File: config.mk
export PLATFORM = sky130hd
export DESIGN_NAME = display_scheduler
export DESIGN_NICKNAME = d
export VERILOG_FILES = /design/src/rtl/display_pkg.sv /design/src/rtl/slot_timer.sv /design/src/rtl/display_scheduler.sv
export SDC_FILE = /design/constraint.sdc
export NUM_CORES = 1
export LEC_CHECK = 0
export CORE_MARGIN = 5
export CORE_UTILIZATION = 49
export DETAILED_ROUTE_END_ITERATION = 10
export GPL_TIMING_DRIVEN = 0
export PLACE_DENSITY = 0.78
export SLEW_MARGIN = 25
export SYNTH_ARGS = -nofsm -noshare
export SYNTH_HDL_FRONTEND = slang
export SYNTH_SLANG_ARGS = --single-unit
File: constraint.sdc
create_clock -name CLK -period 2.1 [get_ports CLK]
set_clock_uncertainty 0.15 [all_clocks]
set_input_delay 0.525 -clock CLK [delete_from_list [all_inputs] [get_ports CLK]]
set_output_delay 0.525 -clock CLK [all_outputs]
set_load 0.02 [all_outputs]
File: src/rtl/display_pkg.sv
// Shared types and constants for the seven-segment display scheduler.
//   phase_t : BLANK (all anodes off) / SHOW (one digit driven)
//   slot_t  : digit slot; slot0=R3, slot1=R2, slot2=R1, slot3=letter
//   AN_*    : active-low anode patterns
package display_pkg;

    typedef enum logic {
        PH_BLANK = 1'b0,
        PH_SHOW  = 1'b1
    } phase_t;

    typedef enum logic [1:0] {
        SLOT0 = 2'd0,
        SLOT1 = 2'd1,
        SLOT2 = 2'd2,
        SLOT3 = 2'd3
    } slot_t;

    localparam logic [3:0] AN_OFF   = 4'b1111;
    localparam logic [3:0] AN_SLOT0 = 4'b0111;
    localparam logic [3:0] AN_SLOT1 = 4'b1011;
    localparam logic [3:0] AN_SLOT2 = 4'b1101;
    localparam logic [3:0] AN_SLOT3 = 4'b1110;

    function automatic logic [3:0] slot_anode(input slot_t s);
        case (s)
            SLOT0:   return AN_SLOT0;
            SLOT1:   return AN_SLOT1;
            SLOT2:   return AN_SLOT2;
            default: return AN_SLOT3;
        endcase
    endfunction

    // SEL code that selects the rotor shown in a slot. The letter slot maps
    // to 0, which is the "nothing selected" code, so it can never blink.
    function automatic logic [1:0] slot_sel_code(input slot_t s);
        case (s)
            SLOT0:   return 2'd3;
            SLOT1:   return 2'd2;
            SLOT2:   return 2'd1;
            default: return 2'd0;
        endcase
    endfunction

endpackage

File: src/rtl/slot_timer.sv
// Phase duration timer: down-counter that reloads itself on terminal count.
//   i_clk, i_rst_n : clock, async active-low reset (count <- RST_VAL)
//   i_load_val     : value (duration-1) loaded when the count reaches zero
//   o_count        : current count
//   o_tc           : terminal count, high on the last cycle of a phase
module slot_timer #(
    parameter int             W       = 1,
    parameter logic [W-1:0]   RST_VAL = '0
) (
    input  logic         i_clk,
    input  logic         i_rst_n,
    input  logic [W-1:0] i_load_val,
    output logic [W-1:0] o_count,
    output logic         o_tc
);

    logic [W-1:0] r_count;

    always_ff @(posedge i_clk or negedge i_rst_n) begin
        if (!i_rst_n) begin
            r_count <= RST_VAL;
        end else if (r_count == '0) begin
            r_count <= i_load_val;
        end else begin
            r_count <= r_count - W'(1);
        end
    end

    assign o_count = r_count;
    assign o_tc    = (r_count == '0);

endmodule

File: src/rtl/display_scheduler.sv
// Time-multiplexed 4-digit seven-segment scheduler for the Enigma panel.
// Each slot is a blanking gap followed by the digit; inputs are snapshotted
// once per frame, the edited rotor blinks, and the letter slot is skipped
// when no letter is valid.
//   CLK, RST_N        : clock, async active-low reset
//   ON                : letter valid (enables slot3)
//   SEL[1:0]          : rotor being edited (0 none, 1 R1, 2 R2, 3 R3)
//   R1, R2, R3, LET   : rotor positions and encrypted letter code
//   an[3:0]           : active-low anode enables
//   out[4:0]          : code for the segment decoder
//   frame_start       : pulse on the cycle the snapshot is taken
//
// state    | meaning
// PH_BLANK | all anodes off ahead of r_slot's digit
// PH_SHOW  | r_slot's digit driven (or dark while blinking)
module display_scheduler
    import display_pkg::*;
#(
    parameter int SHOW_CYCLES  = 100_000,
    parameter int BLANK_CYCLES = 16,
    parameter int BLINK_FRAMES = 128
) (
    input  logic       CLK,
    input  logic       RST_N,
    input  logic       ON,
    input  logic [1:0] SEL,
    input  logic [4:0] R1,
    input  logic [4:0] R2,
    input  logic [4:0] R3,
    input  logic [4:0] LET,
    output logic [3:0] an,
    output logic [4:0] out,
    output logic       frame_start
);

    localparam int MAX_CYC = (SHOW_CYCLES > BLANK_CYCLES) ? SHOW_CYCLES : BLANK_CYCLES;
    localparam int CW      = (MAX_CYC > 1) ? $clog2(MAX_CYC) : 1;
    localparam int FW      = (BLINK_FRAMES > 1) ? $clog2(BLINK_FRAMES) : 1;

    localparam logic [CW-1:0] BLANK_LD   = CW'(BLANK_CYCLES - 1);
    localparam logic [CW-1:0] SHOW_LD    = CW'(SHOW_CYCLES - 1);
    localparam logic [FW-1:0] FRAME_LAST = FW'(BLINK_FRAMES - 1);

    phase_t          r_phase, w_phase_nxt;
    slot_t           r_slot,  w_slot_nxt;
    logic [CW-1:0]   w_count;
    logic [CW-1:0]   w_load_val;
    logic            w_tc;
    logic            w_frame_start;
    logic            w_dark;

    logic [4:0]      r_r1, r_r2, r_r3, r_let;
    logic            r_on;
    logic [1:0]      r_sel;
    logic [FW-1:0]   r_frame;
    logic            r_blink_vis;
    logic            r_armed;

    // Reload value is the duration of the phase that follows the current one.
    assign w_load_val = (r_phase == PH_BLANK) ? SHOW_LD : BLANK_LD;

    slot_timer #(
        .W       (CW),
        .RST_VAL (BLANK_LD)
    ) u_slot_timer (
        .i_clk      (CLK),
        .i_rst_n    (RST_N),
        .i_load_val (w_load_val),
        .o_count    (w_count),
        .o_tc       (w_tc)
    );

    // First BLANK cycle of slot0. Gated by RST_N so the pulse stays low while
    // reset is held, even though the registers already sit in that state.
    assign w_frame_start = RST_N && (r_phase == PH_BLANK) && (r_slot == SLOT0)
                           && (w_count == BLANK_LD);
    assign frame_start   = w_frame_start;

    assign w_dark = (r_sel != 2'd0) && (r_sel == slot_sel_code(r_slot)) && !r_blink_vis;

    always_ff @(posedge CLK or negedge RST_N) begin
        if (!RST_N) begin
            r_phase <= PH_BLANK;
            r_slot  <= SLOT0;
        end else begin
            r_phase <= w_phase_nxt;
            r_slot  <= w_slot_nxt;
        end
    end

    always_comb begin
        w_phase_nxt = r_phase;
        w_slot_nxt  = r_slot;
        an          = AN_OFF;
        out         = '0;
        if (w_tc) begin
            if (r_phase == PH_BLANK) begin
                w_phase_nxt = PH_SHOW;
            end else begin
                w_phase_nxt = PH_BLANK;
                case (r_slot)
                    SLOT0:   w_slot_nxt = SLOT1;
                    SLOT1:   w_slot_nxt = SLOT2;
                    SLOT2:   w_slot_nxt = r_on ? SLOT3 : SLOT0;
                    default: w_slot_nxt = SLOT0;
                endcase
            end
        end
        if (r_phase == PH_SHOW && !w_dark) begin
            an = slot_anode(r_slot);
            case (r_slot)
                SLOT0:   out = r_r3;
                SLOT1:   out = r_r2;
                SLOT2:   out = r_r1;
                default: out = r_let;
            endcase
        end
    end

    // The frame counter counts completed frames; the first frame_start after
    // reset closes no frame, so blink_vis stays high for frames 0..N-1.
    always_ff @(posedge CLK or negedge RST_N) begin
        if (!RST_N) begin
            r_r1        <= '0;
            r_r2        <= '0;
            r_r3        <= '0;
            r_let       <= '0;
            r_on        <= 1'b0;
            r_sel       <= '0;
            r_frame     <= '0;
            r_blink_vis <= 1'b1;
            r_armed     <= 1'b0;
        end else if (w_frame_start) begin
            r_r1    <= R1;
            r_r2    <= R2;
            r_r3    <= R3;
            r_let   <= LET;
            r_on    <= ON;
            r_sel   <= SEL;
            r_armed <= 1'b1;
            if (r_armed) begin
                if (r_frame == FRAME_LAST) begin
                    r_frame     <= '0;
                    r_blink_vis <= ~r_blink_vis;
                end else begin
                    r_frame <= r_frame + FW'(1);
                end
            end
        end
    end

endmodule

; ---- Word level (Yosys, flattened, before mapping)
; Cells that the tools add are included.
[totals]
regBits = 52
elab_cells = 46
[classes]
n_addsub = 2
n_eq_ne = 5
n_mux = 11
bitwise_logic = 2
n_reduce_logical = 14
[ops]
columns = operator, n
row1 = $mux W17, 2
row2 = $eq A17 B4 Y1 const B, 1
row3 = $logic_not A17 Y1, 1
row4 = $sub A17 B1 Y17 const B, 1
row5 = $pmux W5 S3, 1
row6 = $pmux W2 S3, 2
row7 = $pmux W4 S3, 1
row8 = $add A7 B1 Y7 const B, 1
row9 = $eq A7 B7 Y1 const B, 1
row10 = $mux W7, 1
row11 = $logic_and A1 B1 Y1, 6
row12 = $mux W5, 1
row13 = $mux W4, 1
row14 = $reduce_and A2 Y1, 2
row15 = $reduce_and A3 Y1, 1
row16 = $eq A2 B1 Y1 const B, 1
row17 = $eq A2 B2 Y1, 1
row18 = $eq A2 B2 Y1 const B, 1
row19 = $logic_not A1 Y1, 2
row20 = $logic_not A2 Y1, 1
row21 = $mux W2, 1
row22 = $not A1 Y1, 2
row23 = $reduce_bool A2 Y1, 1
row24 = $mux W1, 1

; ---- Longest topological paths before layout
[depth]
ltp_word = 8
mapped_depth = 7
mapped_depth_nobuf = 6

; ---- Modules after synthesis
; From an unflattened synthesis, not the netlist that was laid out.
[unflattened]
cells_unflattened = 232
area_unflattened_um2 = 2984.1
[by_module_without_submodules]
columns = mod, n_inst, cells_each, area_per_inst_um2, seq_area_each_um2
row1 = display_scheduler, 1, 142, 1950.6, 877.1
row2 = slot_timer, 1, 90, 1033.5, 430.4

; ---- Worst setup path before layout
; OpenSTA, ideal clock, no wires.
[synth_path]
kind = register to output
from = register u_slot_timer.r_count[11] (netlist: u_slot_timer.o_count[11])
to = output frame_start
t_arrival_ns = 1.592
t_required_ns = 1.425
slack_ns = -0.167
stages_incl_launch_ff = 7
n_path_buf = 3
cell_sequence = dfrtp_1 > nor4_2 > and3_1 > buf_4 > and2_1 > buf_4 > buf_6
[synth_between]
elab_chain_len = 2
[synth_lines]
columns = element, line_no
row1 = "start, declared", slot_timer.sv:17  ; logic [W-1:0] r_count;
row2 = "start signal, assigned", slot_timer.sv:23  ; r_count <= i_load_val;
row3 = "start signal, assigned", slot_timer.sv:25  ; r_count <= r_count - W'(1);
row4 = $eq A17 B4 Y1, display_scheduler.sv:76  ; && (w_count == BLANK_LD);
row5 = $logic_and A1 B1 Y1, display_scheduler.sv:76
row6 = "end, declared", display_scheduler.sv:33  ; output logic frame_start
; No other way between the ends.

; ---- Final worst setup path
[layout_path]
from = register r_slot[1]
to = output an[2]
[layout_between]
elab_chain_len = 8
[layout_lines]
columns = element, line_no
row1 = "start, declared", display_scheduler.sv:45  ; slot_t r_slot, w_slot_nxt;
row2 = "start signal, assigned", display_scheduler.sv:87  ; r_slot <= w_slot_nxt;
row3 = $eq A2 B2 Y1 (tied with other cells), "display_pkg.sv:26, display_pkg.sv:37"
row4 = $pmux W2 S3, display_pkg.sv:37  ; case (s)
row5 = $eq A2 B2 Y1, display_scheduler.sv:79  ; assign w_dark = (r_sel != 2'd0) && (r_sel == slot_sel_code(r_slot)) && !r_blink_vis;
row6 = $logic_and A1 B1 Y1 (2 in series), display_scheduler.sv:79
row7 = $logic_not A1 Y1, display_scheduler.sv:109  ; if (r_phase == PH_SHOW && !w_dark) begin
row8 = $logic_and A1 B1 Y1, display_scheduler.sv:109
row9 = $mux W4 (*), display_scheduler.sv:109
row10 = "end, declared", display_scheduler.sv:31  ; output logic [3:0] an,
; Every way passes the cells marked *; elsewhere a longest branch is shown, timed or not.

==> impl_metrics.json <==
{
  "drv_slew": 0,
  "min_path_type": "in -> async",
  "switching_share": 0.2031,
  "antenna_found_initial": 0,
  "clockBufferDepth": 2,
  "max_freq_mhz": 397.9,
  "finalWirelength_mm": 6.871,
  "path_cells": "xor2_2, a32oi_4, o21ai_4, or3_4, buf_6",
  "die_w_um": 82.32,
  "status": "finished with violations",
  "fin_crit_sh": 1.197,
  "p_int_uw": 1397,
  "synth_edf_count": 0,
  "netlist.area_leader.share": 0.4590,
  "h-tree-depth": 2,
  "initial_core_util": 0.5017,
  "grt_max_degree": 54,
  "hpwl_mm": 3.742,
  "grt_pass1_wl_mm": 10.31,
  "crit_path_max_fanout": 4,
  "crit_path_max_incr_delay_ps": 460,
  "yosys.area.top_type": "dfrtp_1",
  "cts.sinks": 52,
  "drive_gt1_frac": 0.4628,
  "syn_area_um2": 2562,
  "fin_crit_ps": 2513,
  "critPathLaunchType": "flop",
  "cts_buffers": 5,
  "clock_latency_ps": 310,
  "tightest_slew_ps": 513.2,
  "p_seq_frac": 0.571,
  "synth.avg_cell_area_um2": 12.09,
  "yosys-top-cells-area": "dfrtp_1, mux2_2, dfstp_2, mux4_2, xnor2_1",
  "io_buffer_count": 34,
  "crit_type": "reg -> out",
  "slew_headroom": 0.6552,
  "yosys_warnings": 0,
  "grt.overflow.total": 0,
  "switchingPower_uw": 356.0,
  "synth_ff_type": "dfrtp_1",
  "power.static_leakage_uw": 0.001624,
  "syn_inst": 212,
  "required_ps": 1420,
  "clock_power_share": 0.390,
  "wl_per_cell_um": 18.77,
  "place_congestion": 0.8110,
  "rows": 26,
  "maxCapViolCount": 0,
  "rsz0062_at_grt": "true",
  "grt_use_total": 0.2027,
  "fin_setup_tns_ps": -7370,
  "synthArstFlopShare": 1.000,
  "ant_nets": 0,
  "syn_nets": 240,
  "hold_slack_ps": -79.20,
  "dpl.cell_count": 316,
  "cts_tree": "done",
  "setup_ws_ps": -412.9,
  "area_delta_synth_final_pct": 46.29,
  "clockRootBuffer": "clkbuf_8",
  "path_clk_slew_ps": 90,
  "violations": "negative hold slack, negative setup slack",
  "endpoint_kind": "primary output",
  "first_pass_iters": 4,
  "synth_cell_types": 45,
  "finalHoldViolations": 47,
  "setup_viol": 32,
  "cp_slowest_cell": "dfrtp_2",
  "via_per_inst": 5.667,
  "die_area_um2": 6776,
  "core_um2": 5107,
  "ys_seq_area_frac": 0.5103,
  "via_count": 2074,
  "comb_power_share": 0.039,
  "fin_cells": 366,
  "cp_data_arrival_time_ps": 1840,
  "grt_pass1_vias": 2144,
  "synth_seq_cells": 52,
  "die_h_um": 82.32,
  "n_antenna_cell": 0,
  "drc": 0,
  "totalPowerFinal_uw": 1753,
  "final_nets": 323,
  "drtIter0Drc": 152,
  "cellPowerDensity_nw_per_um2": 467.7,
  "io-pin-count": 35,
  "peakVddDrop_mv": 0.3946
}
final timing paths:
check | from | endpoint | slack [ps] | cells after the start
max | r_slot[1]$_DFFE_PN0P_ | an[2] | -410 | 5
min | RST_N | r_r3[4]$_DFFE_PN0P_ | -80 | 1
max reg2reg | u_slot_timer.o_count[0]$_DFF_PN1_ | r_r3[4]$_DFFE_PN0P_ | -300 | 10
min reg2reg | r_frame[6]$_DFFE_PN0P_ | r_frame[6]$_DFFE_PN0P_ | 360 | 1
max in group asynchronous | RST_N | r_blink_vis$_DFFE_PN1P_ | 1580 | 1
min in group CLK | r_frame[6]$_DFFE_PN0P_ | r_frame[6]$_DFFE_PN0P_ | 360 | 1
metal layers:
| layer | up-vias | wire length, µm | global-route usage |
|---|---|---|---|
| li1 | 946 | - | - |
| met2 | 68 | 3710 | 0.3534 |
| met4 | 0 | 120 | 0.05648 |
| met3 | 17 | 333 | 0.04772 |
| met1 | 1043 | 2706 | 0.2500 |
| met5 | - | 0 | 0 |
stage by stage:
| stage | utilization | setup slack, ps | cell area (µm²) |
|---|---|---|---|
| after floorplan | - | -106.9 | 2603 |
| after global placement | 0.5933 | -3373 | 3030 |
| after detailed placement | 0.5928 | -1562 | 3028 |
| after CTS | 0.6727 | -382.5 | 3436 |
| after global routing | 0.7340 | -472.4 | 3749 |
| final | 0.7340 | -412.9 | 3749 |
worst max-delay path, delay by kind of cell (launching register included):
family	cells	cell delay, ps
flops	1	460
simple gates	1	340
buf+inv	1	140
xor+xnor	1	200
compound gates	2	390
sequential cells by signal, indices dropped and copies added (netlist names):
signal	count
u_slot_timer.o_count	17
r_frame	7
r_let	5
r_r1	5
r_r2	5
r_r3	5
r_sel	2
r_slot	2
r_armed	1
r_blink_vis	1
r_on	1
r_phase	1
placed cells by master (no fill, tap or decap), types with 4 or more instances in the layout:
master / Yosys / layout
nor4_4: 1 / 4
dfrtp_2: 0 / 7
o21ai_0: 5 / 4
mux2_2: 25 / 9
nor3_1: 5 / 5
xnor2_1: 9 / 9
buf_4: 2 / 38
nor2_1: 13 / 13
nand4_1: 6 / 6
dfstp_2: 5 / 5
buf_6: 2 / 16
buf_8: 0 / 4
inv_1: 5 / 4
clkdlybuf4s50_1: 0 / 23
nand2_1: 8 / 8
mux2_4: 0 / 16
mux4_2: 5 / 5
nor2b_1: 7 / 4
xor2_1: 7 / 6
clkbuf_8: 0 / 5
and3_1: 6 / 5
a21oi_1: 4 / 4
dfrtp_1: 47 / 40
nand3_1: 7 / 7
layout make-up:
class | count | area, µm²
fillers | 333 | 1359
clock buffers | 6 | 72.57
flip-flops and latches | 52 | 1316
inverters | 5 | 18.77
repair buffers | 78 | 729.5
clock inverters | 2 | 35.03
plain buffers | 6 | 78.83
well taps | 70 | 87.58
multi-input cells | 147 | 1410
what timing repair did:
action | 4_1_cts | 5_1_grt
resized for setup | 76 | 49
buffers inserted | 24 | 19
pin swaps | 11 | 9
hold endpoints to repair | 47 | 47
cloned | 1 | 0
setup endpoints to repair | 56 | 41
Yosys cell counts, types with 2 or more instances:
| library cell | instances |
|---|---|
| or4_1 | 3 |
| buf_6 | 2 |
| xor2_1 | 7 |
| inv_1 | 5 |
| nand4_1 | 6 |
| clkbuf_1 | 2 |
| and3_1 | 6 |
| a31oi_1 | 3 |
| dfrtp_1 | 47 |
| ha_1 | 3 |
| a31o_2 | 2 |
| xnor2_1 | 9 |
| and4_1 | 2 |
| mux2_2 | 25 |
| a21oi_1 | 4 |
| nand2_1 | 8 |
| or3_1 | 5 |
| nor4_1 | 3 |
| nor2b_1 | 7 |
| nor3_1 | 5 |
| o21ai_0 | 5 |
| buf_2 | 2 |
| nor2_1 | 13 |
| a41oi_1 | 2 |
| nand3_1 | 7 |
| mux4_2 | 5 |
| buf_4 | 2 |
| dfstp_2 | 5 |
logic make-up after synthesis:
group,synth area share
compound gates,0.05811
xor+xnor,0.05469
buf+inv,0.02881
simple gates,0.1797
fa+ha+maj,0.01465
mux,0.1538
flops,0.5103
power by group through the flow:
stage / Sequential (µW) / Clock [µW] / Combinational, µW
after global placement: 1020 / 0 / 66.2
after CTS: 1000 / 694 / 67.9
after floorplan: 1020 / 0 / 1.60
after detailed placement: 1020 / 0 / 66.3
after global routing: 1000 / 742 / 75.3
final: 1000 / 684 / 68.4
(Power assumes the default switching activity.)
